$ cat config.mk
export PLATFORM = sky130hd
export DESIGN_NAME = sd_clk_drp_ctrl
export DESIGN_NICKNAME = d
export VERILOG_FILES = /design/src/rtl/sd_clk_pkg.sv /design/src/rtl/sd_clk_drp_access.sv /design/src/rtl/sd_clk_drp_ctrl.sv
export SDC_FILE = /design/constraint.sdc
export NUM_CORES = 1
export LEC_CHECK = 0
export CAP_MARGIN = 20
export CORE_MARGIN = 2
export CORE_UTILIZATION = 40
export DETAILED_ROUTE_END_ITERATION = 8
export GPL_ROUTABILITY_DRIVEN = 0
export MAX_ROUTING_LAYER = met4
export PLACE_DENSITY = 0.66
export SLEW_MARGIN = 20
export SYNTH_ARGS = -nofsm -noshare
export SYNTH_HDL_FRONTEND = slang
export SYNTH_SLANG_ARGS = --single-unit
$ cat constraint.sdc
create_clock -name clk -period 2.8 [get_ports clk]
set_clock_uncertainty 0.15 [all_clocks]
set_input_delay 0.28 -clock clk [delete_from_list [all_inputs] [get_ports clk]]
set_output_delay 0.28 -clock clk [all_outputs]
set_load 0.05 [all_outputs]
$ cat src/rtl/sd_clk_pkg.sv
// Shared types, DRP register map and divider encoding helpers for the
// SD clock MMCM reconfiguration controller.
package sd_clk_pkg;

    typedef enum logic [3:0] {
        ST_IDLE,
        ST_RST_ON,
        ST_RD1,
        ST_WR1,
        ST_VF1,
        ST_RD2,
        ST_WR2,
        ST_VF2,
        ST_RST_OFF,
        ST_WAIT_LOCK,
        ST_FIN
    } state_t;

    typedef enum logic [1:0] {
        ERR_OK      = 2'd0,
        ERR_ILLEGAL = 2'd1,
        ERR_DRDY_TO = 2'd2,
        ERR_LOCK_TO = 2'd3
    } err_t;

    localparam logic [6:0]  ADDR_REG08  = 7'h08;
    localparam logic [6:0]  ADDR_REG09  = 7'h09;
    localparam logic [15:0] KEEP_MASK08 = 16'h1000;
    localparam logic [15:0] KEEP_MASK09 = 16'hFC00;
    localparam logic [7:0]  DIV_MAX     = 8'd126;

    function automatic logic div_illegal(input logic [7:0] div);
        return (div == 8'd0) || (div > DIV_MAX);
    endfunction

    // CLKOUT0 reg1: high time in [11:6], low time in [5:0], phase mux forced to 0.
    function automatic logic [15:0] reg08_val(input logic [15:0] rd, input logic [7:0] div);
        logic [5:0] high;
        logic [5:0] low;
        high = 6'(div >> 1);
        low  = 6'(div - (div >> 1));
        return (rd & KEEP_MASK08) | {4'b0000, high, low};
    endfunction

    // CLKOUT0 reg2: edge in bit 7, no-count in bit 6, delay time forced to 0.
    function automatic logic [15:0] reg09_val(input logic [15:0] rd, input logic [7:0] div);
        logic edge_b;
        logic nocount;
        edge_b  = div[0];
        nocount = (div == 8'd1);
        return (rd & KEEP_MASK09) | {8'h00, edge_b, nocount, 6'b000000};
    endfunction

    function automatic logic holds_mmcm_rst(input state_t s);
        return s inside {ST_RST_ON, ST_RD1, ST_WR1, ST_VF1, ST_RD2, ST_WR2, ST_VF2};
    endfunction

endpackage

$ cat src/rtl/sd_clk_drp_access.sv
// Single DRP transaction: one-cycle den, address/data held until drdy,
// and a timeout if drdy does not arrive within DRDY_TIMEOUT cycles.
module sd_clk_drp_access #(
    parameter int DRDY_TIMEOUT = 64
) (
    input  logic        clk,
    input  logic        rstn,
    input  logic        start,
    input  logic        we,
    input  logic [6:0]  addr,
    input  logic [15:0] wdata,
    output logic        ack,
    output logic [15:0] rdata,
    output logic        timeout,
    output logic [6:0]  daddr,
    output logic        den,
    output logic        dwe,
    output logic [15:0] din,
    input  logic [15:0] dout,
    input  logic        drdy
);

    localparam int CW = $clog2(DRDY_TIMEOUT + 1);
    localparam logic [CW-1:0] CNT_LAST = CW'(DRDY_TIMEOUT - 1);

    logic          pend_q, pend_d;
    logic          den_q, den_d;
    logic          dwe_q, dwe_d;
    logic [6:0]    daddr_q, daddr_d;
    logic [15:0]   din_q, din_d;
    logic [CW-1:0] cnt_q, cnt_d;

    // drdy only counts while a transaction is pending; stray strobes fall through.
    always_comb begin
        pend_d  = pend_q;
        den_d   = 1'b0;
        dwe_d   = 1'b0;
        daddr_d = daddr_q;
        din_d   = din_q;
        cnt_d   = cnt_q;
        ack     = pend_q && drdy;
        timeout = pend_q && !drdy && (cnt_q == CNT_LAST);
        if (pend_q) begin
            cnt_d = cnt_q + CW'(1);
            if (ack || timeout) begin
                pend_d = 1'b0;
                cnt_d  = '0;
            end
        end else if (start) begin
            pend_d  = 1'b1;
            den_d   = 1'b1;
            dwe_d   = we;
            daddr_d = addr;
            din_d   = wdata;
            cnt_d   = '0;
        end
    end

    always_ff @(posedge clk or negedge rstn) begin
        if (!rstn) begin
            pend_q  <= 1'b0;
            den_q   <= 1'b0;
            dwe_q   <= 1'b0;
            daddr_q <= '0;
            din_q   <= '0;
            cnt_q   <= '0;
        end else begin
            pend_q  <= pend_d;
            den_q   <= den_d;
            dwe_q   <= dwe_d;
            daddr_q <= daddr_d;
            din_q   <= din_d;
            cnt_q   <= cnt_d;
        end
    end

    assign rdata = dout;
    assign den   = den_q;
    assign dwe   = dwe_q;
    assign daddr = daddr_q;
    assign din   = din_q;

endmodule

$ cat src/rtl/sd_clk_drp_ctrl.sv
// MMCM CLKOUT0 divider reprogramming over DRP with reset/lock sequencing.
// Define SD_CLK_DRP_READBACK_EN to re-read and verify each written register.
module sd_clk_drp_ctrl
    import sd_clk_pkg::*;
#(
    parameter int DRDY_TIMEOUT = 64,
    parameter int LOCK_TIMEOUT = 65536
) (
    input  logic        clk,
    input  logic        rstn,
    input  logic        req_valid,
    output logic        req_ready,
    input  logic [7:0]  req_div,
    output logic        busy,
    output logic        done,
    output logic [1:0]  err_code,
    output logic [7:0]  cur_div,
    output logic [6:0]  sd_clk_daddr,
    output logic        sd_clk_den,
    output logic        sd_clk_dwe,
    output logic [15:0] sd_clk_din,
    input  logic [15:0] sd_clk_dout,
    input  logic        sd_clk_drdy,
    output logic        clk_wiz1_rst,
    input  logic        sd_clk_locked
);

    localparam int LW = $clog2(LOCK_TIMEOUT + 1);
    localparam logic [LW-1:0] LOCK_LAST  = LW'(LOCK_TIMEOUT - 1);
    localparam logic [LW-1:0] LOCK_BLANK = LW'(2);

    state_t        state_q, state_d;
    err_t          err_q, err_d;
    logic [7:0]    cur_div_q, cur_div_d;
    logic [7:0]    div_q, div_d;
    logic [15:0]   rd_val_q, rd_val_d;
    logic          issued_q, issued_d;
    logic [LW-1:0] lock_cnt_q, lock_cnt_d;
    logic          clk_wiz1_rst_q, clk_wiz1_rst_d;
`ifdef SD_CLK_DRP_READBACK_EN
    logic [15:0]   wr_val_q, wr_val_d;
    logic          acc_verify;
`endif

    logic          acc_state;
    logic          acc_start;
    logic          acc_we;
    logic [6:0]    acc_addr;
    logic [15:0]   acc_wdata;
    logic          acc_ack;
    logic          acc_timeout;
    logic [15:0]   acc_rdata;
    state_t        ack_next;

    sd_clk_drp_access #(
        .DRDY_TIMEOUT(DRDY_TIMEOUT)
    ) u_access (
        .clk     (clk),
        .rstn    (rstn),
        .start   (acc_start),
        .we      (acc_we),
        .addr    (acc_addr),
        .wdata   (acc_wdata),
        .ack     (acc_ack),
        .rdata   (acc_rdata),
        .timeout (acc_timeout),
        .daddr   (sd_clk_daddr),
        .den     (sd_clk_den),
        .dwe     (sd_clk_dwe),
        .din     (sd_clk_din),
        .dout    (sd_clk_dout),
        .drdy    (sd_clk_drdy)
    );

    always_comb begin
        state_d    = state_q;
        err_d      = err_q;
        cur_div_d  = cur_div_q;
        div_d      = div_q;
        rd_val_d   = rd_val_q;
        issued_d   = issued_q;
        lock_cnt_d = lock_cnt_q;
`ifdef SD_CLK_DRP_READBACK_EN
        wr_val_d   = wr_val_q;
        acc_verify = 1'b0;
`endif
        acc_state  = 1'b0;
        acc_start  = 1'b0;
        acc_we     = 1'b0;
        acc_addr   = ADDR_REG08;
        acc_wdata  = 16'h0000;
        ack_next   = ST_IDLE;

        case (state_q)
            ST_IDLE: begin
                if (req_valid) begin
                    div_d = req_div;
                    if (div_illegal(req_div)) begin
                        err_d   = ERR_ILLEGAL;
                        state_d = ST_FIN;
                    end else begin
                        err_d   = ERR_OK;
                        state_d = ST_RST_ON;
                    end
                end
            end
            ST_RST_ON: state_d = ST_RD1;
            ST_RD1: begin
                acc_state = 1'b1;
                ack_next  = ST_WR1;
            end
            ST_WR1: begin
                acc_state = 1'b1;
                acc_we    = 1'b1;
                acc_wdata = reg08_val(rd_val_q, div_q);
`ifdef SD_CLK_DRP_READBACK_EN
                ack_next  = ST_VF1;
`else
                ack_next  = ST_RD2;
`endif
            end
`ifdef SD_CLK_DRP_READBACK_EN
            ST_VF1: begin
                acc_state  = 1'b1;
                acc_verify = 1'b1;
                ack_next   = ST_RD2;
            end
`endif
            ST_RD2: begin
                acc_state = 1'b1;
                acc_addr  = ADDR_REG09;
                ack_next  = ST_WR2;
            end
            ST_WR2: begin
                acc_state = 1'b1;
                acc_we    = 1'b1;
                acc_addr  = ADDR_REG09;
                acc_wdata = reg09_val(rd_val_q, div_q);
`ifdef SD_CLK_DRP_READBACK_EN
                ack_next  = ST_VF2;
`else
                ack_next  = ST_RST_OFF;
`endif
            end
`ifdef SD_CLK_DRP_READBACK_EN
            ST_VF2: begin
                acc_state  = 1'b1;
                acc_verify = 1'b1;
                acc_addr   = ADDR_REG09;
                ack_next   = ST_RST_OFF;
            end
`endif
            ST_RST_OFF: begin
                lock_cnt_d = '0;
                state_d    = ST_WAIT_LOCK;
            end
            // locked may still reflect the old configuration right after reset release
            ST_WAIT_LOCK: begin
                lock_cnt_d = lock_cnt_q + LW'(1);
                if ((lock_cnt_q >= LOCK_BLANK) && sd_clk_locked) begin
                    cur_div_d = div_q;
                    state_d   = ST_FIN;
                end else if (lock_cnt_q == LOCK_LAST) begin
                    err_d   = ERR_LOCK_TO;
                    state_d = ST_FIN;
                end
            end
            ST_FIN: state_d = ST_IDLE;
            default: state_d = ST_IDLE;
        endcase

        if (acc_state) begin
            if (!issued_q) begin
                acc_start = 1'b1;
                issued_d  = 1'b1;
            end else if (acc_timeout) begin
                issued_d = 1'b0;
                err_d    = ERR_DRDY_TO;
                state_d  = ST_FIN;
            end else if (acc_ack) begin
                issued_d = 1'b0;
                state_d  = ack_next;
                if (!acc_we) begin
                    rd_val_d = acc_rdata;
                end
`ifdef SD_CLK_DRP_READBACK_EN
                if (acc_we) begin
                    wr_val_d = acc_wdata;
                end
                if (acc_verify && (acc_rdata != wr_val_q)) begin
                    err_d   = ERR_LOCK_TO;
                    state_d = ST_FIN;
                end
`endif
            end
        end

        clk_wiz1_rst_d = holds_mmcm_rst(state_d);
    end

    always_ff @(posedge clk or negedge rstn) begin
        if (!rstn) begin
            state_q        <= ST_IDLE;
            err_q          <= ERR_OK;
            cur_div_q      <= '0;
            div_q          <= '0;
            rd_val_q       <= '0;
            issued_q       <= 1'b0;
            lock_cnt_q     <= '0;
            clk_wiz1_rst_q <= 1'b0;
`ifdef SD_CLK_DRP_READBACK_EN
            wr_val_q       <= '0;
`endif
        end else begin
            state_q        <= state_d;
            err_q          <= err_d;
            cur_div_q      <= cur_div_d;
            div_q          <= div_d;
            rd_val_q       <= rd_val_d;
            issued_q       <= issued_d;
            lock_cnt_q     <= lock_cnt_d;
            clk_wiz1_rst_q <= clk_wiz1_rst_d;
`ifdef SD_CLK_DRP_READBACK_EN
            wr_val_q       <= wr_val_d;
`endif
        end
    end

    assign req_ready    = (state_q == ST_IDLE);
    assign busy         = (state_q != ST_IDLE);
    assign done         = (state_q == ST_FIN);
    assign err_code     = err_q;
    assign cur_div      = cur_div_q;
    assign clk_wiz1_rst = clk_wiz1_rst_q;

endmodule
After elaboration in Yosys (flattened, before gate mapping) --
Cells that the tools add are included.
Operators by class: add/sub/neg operators 3, magnitude comparators 2, equality and inequality tests 18, mux-type cells 37, bitwise operators 5, reductions and logical operators 20
Operators with widths (number):
- case mux 17 bit (2 select lines) | 1
- 2-to-1 mux 4 bit | 8
- case mux 16 bit (2 select lines) | 1
- equality test 4 x 3 -> 1 bit (second input constant) | 6
- 2-to-1 mux 7 bit | 3
- case mux 4 bit (5 select lines) | 1
- adder 17 x 1 -> 17 bit (second input constant) | 1
- equality test 17 x 16 -> 1 bit (second input constant) | 1
- greater-or-equal comparator 17 x 2 -> 1 bit (second input constant) | 1
- equality test 4 x 2 -> 1 bit (second input constant) | 4
- OR 16 x 8 -> 16 bit | 1
- case mux 4 bit (4 select lines) | 1
- 2-to-1 mux 1 bit | 15
- OR 13 x 12 -> 13 bit | 1
- equality test 4 bit (second input constant) | 3
- 2-to-1 mux 2 bit | 6
- equality test 4 x 1 -> 1 bit (second input constant) | 2
- equality test 8 x 1 -> 1 bit (second input constant) | 1
- greater-than comparator 8 x 7 -> 1 bit (second input constant) | 1
- logical NOT 8 bit | 1
- adder 7 x 1 -> 7 bit (second input constant) | 1
- equality test 7 x 6 -> 1 bit (second input constant) | 1
- nonzero test 7 bit | 1
- AND reduction 2 bit | 3
- other kinds (12) | 20
Word-level totals: bits in registers 90, input bits 29, output and inout port bits 39, logic and storage cells 99

Depth between registers and ports, before layout --
Gate-level depths: netlist of run 1.
depth after elaboration 11, mapped depth 12, depth with buffers taken out 12

Cells and area by module --
A second synthesis of run 1 with hierarchy kept.
Second synthesis, totals: cells, all modules 423, area total of the unflattened synthesis 4295.4 µm²
By module, submodules not included:
- sd_clk_drp_ctrl | instances 1, cells each 315, area an instance 2839.0 µm², seq. area each 1176.1 µm²
- sd_clk_drp_access | instances 1, cells each 108, area an instance 1456.4 µm², seq. area each 825.8 µm²

Worst setup path after synthesis of run 1 --
Ideal clock, no wire load.
kind register to register, start register lock_cnt_q[1], end register clk_wiz1_rst_q, in the netlist clk_wiz1_rst, setup time 0.124 ns, arrival time 2.490 ns, required time 2.526 ns, slack 0.036 ns, stages on the path, launching flop included 13, buffers on the path 0, period minus slack after synthesis 2.764 ns, cell sequence dfrtp_1 -> ha_1 -> nand3_1 -> nor4_1 -> and3_1 -> and3_1 -> ha_1 -> o21ai_0 -> a2bb2oi_1 -> o31ai_1 -> o221ai_1 -> o31ai_1 -> o31a_1
Between the ends: cells in the longest elaborated chain, start to end 10, elaborated cells on any way between the ends 18, those cells by class 1 x order compare; 8 x eq/ne; 7 x mux; 2 x reduce/logical
Ends and longest elaborated chain:
- start, declared | RTL line sd_clk_drp_ctrl.sv:38 | logic [LW-1:0] lock_cnt_q, lock_cnt_d;
- start signal, assigned | RTL line sd_clk_drp_ctrl.sv:221 | lock_cnt_q <= lock_cnt_d;
- greater-or-equal comparator 17 x 2 -> 1 bit / equality test 17 x 16 -> 1 bit (equally long branches) | RTL line sd_clk_drp_ctrl.sv:160, sd_clk_drp_ctrl.sv:163
- logical AND 1 bit / 2-to-1 mux 4 bit (equally long branches) | RTL line sd_clk_drp_ctrl.sv:160, sd_clk_drp_ctrl.sv:163
- 2-to-1 mux 4 bit * | RTL line sd_clk_drp_ctrl.sv:160 | if ((lock_cnt_q >= LOCK_BLANK) && sd_clk_locked) begin
- case mux 4 bit (5 select lines) * | RTL line sd_clk_drp_ctrl.sv:94 | case (state_q)
- 2-to-1 mux 4 bit | RTL line sd_clk_drp_ctrl.sv:180 | end else if (acc_ack) begin
- 2-to-1 mux 4 bit | RTL line sd_clk_drp_ctrl.sv:176 | end else if (acc_timeout) begin
- 2-to-1 mux 4 bit | RTL line sd_clk_drp_ctrl.sv:173 | if (!issued_q) begin
- 2-to-1 mux 4 bit * | RTL line sd_clk_drp_ctrl.sv:172 | if (acc_state) begin
- net state_d[0] | RTL line sd_clk_drp_ctrl.sv:32 | state_t state_q, state_d;
- equality test 4 x 1 -> 1 bit (tied with other cells) | RTL line sd_clk_pkg.sv:55 | return s inside {ST_RST_ON, ST_RD1, ST_WR1, ST_VF1, ST_RD2, ST_WR2, ST_VF2};
- nonzero test 7 bit * | RTL line sd_clk_pkg.sv:55
- net clk_wiz1_rst_d | RTL line sd_clk_drp_ctrl.sv:39 | logic clk_wiz1_rst_q, clk_wiz1_rst_d;
- end signal, assigned | RTL line sd_clk_drp_ctrl.sv:222 | clk_wiz1_rst_q <= clk_wiz1_rst_d;
- end, declared | RTL line sd_clk_drp_ctrl.sv:39
Mark *: on every way through the listed nets, which the timed path passes. The rest lies on a longest branch. A chain may end at the register's enable or synchronous reset.

Worst setup path in the final report of run 1 --
Same ends and word-level chain as after synthesis.

==> impl_metrics.csv, run 1 <==
group,metric,value,unit
run_status,outcome,"finished clean",
finish,area.growth.synth_to_final,25.4,%
clock_tree,root_buffer_cell,"clkbuf_8",
finish,finish.net_count,498,
grt,via_count_of_the_first_global_routing_pass,2977,
floorplan,num_rows,35,
placement,place.detailed.hpwl,6.17,mm
setup_path,critPathKind,"register to register",
floorplan,initial_util,0.413,
floorplan,dieHeight,102,um
clock_tree,worst_skew_pair.late_latency,0.35,ns
grt,grt_max_degree,76,
finish,final_layout_size_suffix_gt1_frac,0.128,
drt,detail-route-antenna-nets,0,
drt,routed_wl,8.82,mm
hold_path,worst_hold_path_type,"register to register",
grt,gr-total-overflow,0,
synthesis,mapped_cell_area,3830,um^2
clock_tree,maximum_root_to_sink_buffer_count,2,
sta,slew_headroom,0.377,
clock_tree,cts_tree,"yes",
setup_path,critical_path_required,2.88,ns
clock_tree,cts.clk_slew.worst_paths,0.08,ns
setup_path,timing.critical_path.arrival,2.81,ns
synthesis,synthesis.yosys.warnings,0,
synthesis,ys_seq_area_frac,0.490,
finish,layout.filler_cells,883,
flow_run,max_cap_violations,0,
finish,layout.cell_area.non_filler,4800,um^2
sta,setup_viol,0,
drt,drt_first_iter_violations,165,
floorplan,dieWidth,102,um
pwr,power_density_over_the_cells,904,nW/um^2
sta,achievable-frequency,0.366,GHz
sta,rsz0062_at_grt,"true",
synthesis,synth.distinct_cells,53,
placement,placement.io_buffers,52,
pwr,power,4340,uW
setup_path,worstSetupStartpointType,"register",
pwr,worst_vdd_rail_ir_drop,0.632,mV
drt,post_drt_via_cell_ratio,5.18,
floorplan,coreArea,9280,um^2
floorplan,die_area,10400,um^2
pwr,leakage,0.00212,uW
synthesis,synth-edff-count,0,
sta,finalHoldViolCount,0,
grt,grt_pass1_wl,14.6,mm
clock_tree,clock_sinks,75,
drt,drt_pass1_iterations,4,
synthesis,ys_seq_elements,75,
drt,via_count,3058,
floorplan,io_pins,68,
synthesis,synth.avg_cell_area,9.80,um^2
setup_path,crit_path_end_kind,"register",
synthesis,instance_count_of_the_mapped_netlist,391,
grt,initial_antenna_violation_count,0,
drt,wire_per_inst,15.0,um
grt,grtUsageTotal,0.187,
sta,layout_worst_path_cycle_share,0.976,
clock_tree,cts_htree_levels,3,
drt,post-route-drc-count,0,
synthesis,ys.flop_type,"dfrtp_1",
clock_tree,numCtsBuffers,9,
synthesis,synthArstFlopShare,1.00,
sta,clock_period_minus_worst_slack,2.73,ns
setup_path,crit_fanout,3,
placement,area_of_placed_instances,4540,um^2
finish,insertedDiodeCount,0,
sta,final_max_slew_viol_count,0,
sta,worst_slew_pin_slew,0.935,ns
[layout make-up]
cell class	instances	area [um^2]	area share
clock buffer	11	141	0.0294
sequential	75	1880	0.391
multi-input combinational	280	1810	0.378
timing repair buffer	70	651	0.135
tap	129	161	0.0336
inverter	20	75.1	0.0156
clock inverter	5	85.1	0.0177
[worst paths after layout]
path                            slack [ns]               end  cells after the start              from
worst max-delay path                  0.07      clk_wiz1_rst                     12     lock_cnt_q[1]
worst min-delay path                  0.34  u_access.din[12]                      2  u_access.din[12]
worst max register to register        0.07      clk_wiz1_rst                     12     lock_cnt_q[1]
worst min register to register        0.34  u_access.din[12]                      2  u_access.din[12]
max in group asynchronous             1.42   u_access.din[5]                      2              rstn
min in group asynchronous             0.45     lock_cnt_q[6]                      2              rstn
[state kept, by name, summed over array words and instances, names as in the netlist, 2 cells and up]
signal / count
lock_cnt_q: 17
u_access.din: 16
cur_div: 8
div_q: 8
u_access.cnt_q: 7
rd_val_q: 6
state_q: 4
err_code: 2
u_access.daddr: 2
[critical path, stage by stage, from the launching register on]
cell       delay [ns]
dfrtp_1          0.35
ha_2             0.20
nand3_2          0.11
nor4_4           0.37
and3_1           0.23
and3_1           0.18
ha_1             0.17
o21ai_0          0.10
a2bb2oi_1        0.14
o31ai_1          0.09
o221ai_1         0.16
o31ai_1          0.11
o31a_1           0.26
[cell families (layout without fill, tap and decap cells)]
family                   after synthesis  count (layout)  synth area share
XOR/XNOR                               6               6            0.0137
AO/OA/AOI/OAI                         91              91             0.153
other                                  1               5          0.000979
flip-flops                            75              75             0.490
multiplexers                          22              22            0.0624
buffers and inverters                 40             106            0.0464
AND/OR/NAND/NOR                      143             143             0.190
adder cells (fa/ha/maj)               13              13            0.0444
[metrics by stage]
stage                util  instances  TNS, ns  hold slack (ns)  setup WS [ns]
floorplan               -        395        0           -0.166         0.0357
global placement    0.489        572        0            0.303         0.0887
detailed placement  0.489        572        0            0.320        0.00894
CTS                 0.515        589        0            0.340         0.0650
global route        0.518        590   -0.134            0.361         -0.134
finish              0.518        590        0            0.337         0.0669
[synth_stat cells (all sizes together), types with 10 or more instances]
cell | instances | area, um^2
dfrtp | 75 | 1880
o21ai | 47 | 235
nor2 | 14 | 52.6
clkbuf | 10 | 37.5
nand2 | 57 | 214
buf | 10 | 65.1
nand3 | 18 | 90.1
a21oi | 12 | 71.3
and3 | 12 | 75.1
mux2 | 15 | 169
ha | 12 | 150
inv | 20 | 75.1
[cell usage in the layout, fill, tap and decap left out, types with 10 or more instances in the layout]
cell type,instances
nand2_1,57
and3_1,12
o21ai_0,39
nand3_1,17
dfrtp_1,75
a21oi_1,11
clkdlybuf4s50_1,49
inv_1,20
mux2_2,15
buf_4,20
nor2_1,14
ha_1,11
clkbuf_8,10
[where the power goes]
| part | switching, uW | total, uW | internal (uW) |
|---|---|---|---|
| Clock | 416 | 948 | 532 |
| Sequential | 240 | 1570 | 1330 |
| Combinational | 1120 | 1820 | 700 |
[repair_timing]
item                                   4_1_cts  5_1_grt
resized for setup                            1        3
pin swaps                                    0        3
setup endpoints to repair                    1        1
buffers inserted                             0        1
endpoints found under the hold margin       75        0
hold buffers                                 1        0
[per-layer routing]
metal | global-route usage | part of all wire
met5 | - | 0
met4 | 0.0574 | 0.011
met3 | 0.0445 | 0.040
met2 | 0.284 | 0.47
met1 | 0.251 | 0.48
Note: power is estimated with default switching activity, not from simulation.
==> run 2, diff against run 1 <==
Settings changed: ABC_AREA from default to 1, CTS_CLUSTER_SIZE from default to 20.
==> impl_metrics.csv, run 2 <==
group,metric,value,unit
setup_path,path_common_cell,"nand2_1",
synthesis,mapped_cell_area,3900,um^2
sta,slew_headroom,0.649,
floorplan,num_rows,36,
synthesis,synth.cells.most_frequent,"nand2_1, dfrtp_1, inv_1",
hold_path,worst_hold_path_type,"primary input to asynchronous set/reset pin",
pwr,power.switching,1860,uW
floorplan,io_pins,68,
grt,gr-total-overflow,0,
finish,fin_util,0.497,
pwr,p_int,2430,uW
placement,area_of_placed_instances,4560,um^2
finish,area.growth.synth_to_final,22.7,%
clock_tree,worst_skew_pair.late_latency,0.34,ns
pwr,power,4290,uW
synthesis,netlist.area_leader.share,0.481,
floorplan,dieWidth,103,um
drt,detail-route-antenna-nets,0,
sta,achievable-frequency,0.405,GHz
synthesis,synth-edff-count,0,
synthesis,ys_seq_elements,75,
synthesis,instance_count_of_the_mapped_netlist,471,
setup_path,cp.buffers_inverters,1,
finish,finish.net_count,575,
setup_path,end_of_the_worst_register_to_register_path,"clk_wiz1_rst",
sta,final_max_slew_viol_count,0,
setup_path,crit_family,"simple AND/OR/NAND/NOR gates",
drt,drt_pass1_iterations,4,
pwr,leakage,0.00229,uW
finish,top_register,"lock_cnt_q",
clock_tree,numCtsBuffers,9,
synthesis,synth.distinct_cells,40,
floorplan,coreArea,9640,um^2
sta,setup_viol,0,
sta,final.setup.tns,0,ns
pwr,power_density_over_the_cells,895,nW/um^2
drt,routed_wl,8.57,mm
setup_path,worstSetupPathDepth,17,
synthesis,synthesis.yosys.warnings,0,
setup_path,regToRegSetupSlack,0.33,ns
setup_path,crit_fanout,5,
synthesis,ys_seq_area_frac,0.481,
grt,grt_max_degree,31,
drt,wire_per_inst,12.8,um
clock_tree,cts_tree,"yes",
pwr,worst_vdd_rail_ir_drop,0.350,mV
drt,post_drt_via_cell_ratio,4.87,
grt,initial_antenna_violation_count,0,
placement,place.detailed.hpwl,6.53,mm
setup_path,critPathKind,"register to register",
clock_tree,root_buffer_cell,"clkbuf_8",
drt,post-route-drc-count,0,
finish,most_frequent_cells_in_the_layout,"nand2_1, dfrtp_1, inv_1",
setup_path,crit_path_end_kind,"register",
finish,largest_register_ffs,17,
finish,final_common_cell,"nand2_1",
sta,finalHoldViolCount,0,
synthesis,synthArstFlopShare,1.00,
setup_path,crit_chain,"ha_1 > nand3_1 > nor2_1 > nand2_1 > inv_1 > nand3_1 > nor2_1 > nand2_1 > nor4_2 > ha_2 > nor2_1 > nand2_1 > nand2_1 > nand2_1 > nand2_1 > nor2_1 > nor2_1",
floorplan,die_area,10600,um^2
finish,final_layout_size_suffix_gt1_frac,0.0948,
clock_tree,clock_sinks,75,
floorplan,dieHeight,103,um
flow_run,max_cap_violations,0,
finish,insertedDiodeCount,0,
setup_path,critical_path_required,2.87,ns
setup_path,crit-reg2reg-launch,"lock_cnt_q[0]",
pwr,power.clock.fraction,0.188,
setup_path,max_stage_delay,0.42,ns
pwr,power.share.combinational,0.453,
synthesis,synth_largest_area_cell,"dfrtp_1",
synthesis,ys.flop_type,"dfrtp_1",
synthesis,synth.avg_cell_area,8.29,um^2
clock_tree,maximum_root_to_sink_buffer_count,2,
run_status,outcome,"finished clean",
clock_tree,cts_htree_levels,3,
pwr,sequentialPowerShare,0.358,
drt,drt_first_iter_violations,119,
sta,layout_worst_path_cycle_share,0.882,
finish,layout.filler_cells,935,
sta,clock_period_minus_worst_slack,2.47,ns
sta,timing.hold.ws,0.256,ns
setup_path,cpMaxStageDelayCell,"dfrtp_1",
synthesis,yosys.cell_count.top_type,"nand2_1",
floorplan,initial_util,0.405,
synthesis,synth.top_cells.by_area,"dfrtp_1, nand2_1, inv_1",
grt,grt_pass1_wl,14.5,mm
placement,placement.io_buffers,52,
grt,via_count_of_the_first_global_routing_pass,3096,
setup_path,worstSetupStartpointType,"register",
setup_path,reg2regPathDepth,17,
sta,worst_slew_pin_slew,0.525,ns
sta,rsz0062_at_grt,"false",
finish,layout.cell_area.non_filler,4790,um^2
setup_path,timing.critical_path.arrival,2.53,ns
pwr,swShare,0.434,
drt,via_count,3268,
clock_tree,cts.clk_slew.worst_paths,0.08,ns
grt,grtUsageTotal,0.181,
==> run 2: cells by family (layout without fill, tap and decap cells) <==
| group | count (synthesis) | count (layout) | synth area share |
|---|---|---|---|
| compound gates | 79 | 79 | 0.123 |
| fa+ha+maj | 13 | 13 | 0.0436 |
| flops | 75 | 75 | 0.481 |
| simple gates | 214 | 214 | 0.243 |
| other cells | 1 | 5 | 0.000960 |
| xor+xnor | 11 | 11 | 0.0247 |
| buf+inv | 78 | 141 | 0.0846 |
==> run 2: final cells by class <==
cell class / count / area [um^2] / area share
inverter: 66 / 248 / 0.0517
timing repair buffer: 59 / 583 / 0.122
multi-input combinational: 322 / 1720 / 0.359
sequential: 75 / 1880 / 0.392
tap: 133 / 166 / 0.0347
clock inverter: 6 / 66.3 / 0.0138
clock buffer: 10 / 128 / 0.0266
==> run 2: how the worst max path moves through the flow <==
stage / start / endpoint / slack (ns)
after floorplan: state_q[1] / clk_wiz1_rst / 0.49
after global placement: lock_cnt_q[1] / clk_wiz1_rst / 0.34
after detailed placement: lock_cnt_q[1] / clk_wiz1_rst / 0.31
after CTS: lock_cnt_q[1] / clk_wiz1_rst / 0.27
after global routing: lock_cnt_q[0] / clk_wiz1_rst / 0.04
final: lock_cnt_q[0] / clk_wiz1_rst / 0.33
==> run 2: repair_timing <==
action	4_1_cts	5_1_grt
setup endpoints to repair	0	1
endpoints found under the hold margin	16	0
hold buffers	1	0
setup buffers	0	2
resized for setup	0	2
==> run 2: layer usage <==
layer / track usage / vias up / part of all wire
li1: - / 1641 / -
met1: 0.232 / 1559 / 0.46
met2: 0.293 / 60 / 0.49
met3: 0.0427 / 8 / 0.039
met4: 0.0445 / 0 / 0.0084
met5: - / - / 0
==> run 2: power by group through the flow <==
stage	registers, uW	logic (uW)	clock network [uW]
2_1_floorplan	1940	961	0
3_3_place_gp	1550	1910	0
3_5_place_dp	1560	1940	0
4_1_cts	1540	1950	841
5_1_grt	1570	2170	886
6_report	1540	1940	808
==> run 2: through the flow <==
| step | std cells | worst slack (ns) |
|---|---|---|
| floorplan | 475 | 0.486 |
| global placement | 652 | 0.344 |
| detailed placement | 652 | 0.306 |
| CTS | 669 | 0.267 |
| global route | 671 | 0.0415 |
| finish | 671 | 0.332 |
==> run 2: worst register-to-register path, stage by stage (launching register included) <==
cell and delay (ns):
dfrtp_1 0.42, ha_1 0.21, nand3_1 0.13, nor2_1 0.10, nand2_1 0.12, inv_1 0.10
nand3_1 0.11, nor2_1 0.13, nand2_1 0.08, nor4_2 0.14, ha_2 0.23, nor2_1 0.05
nand2_1 0.07, nand2_1 0.05, nand2_1 0.06, nand2_1 0.06, nor2_1 0.08, nor2_1 0.05
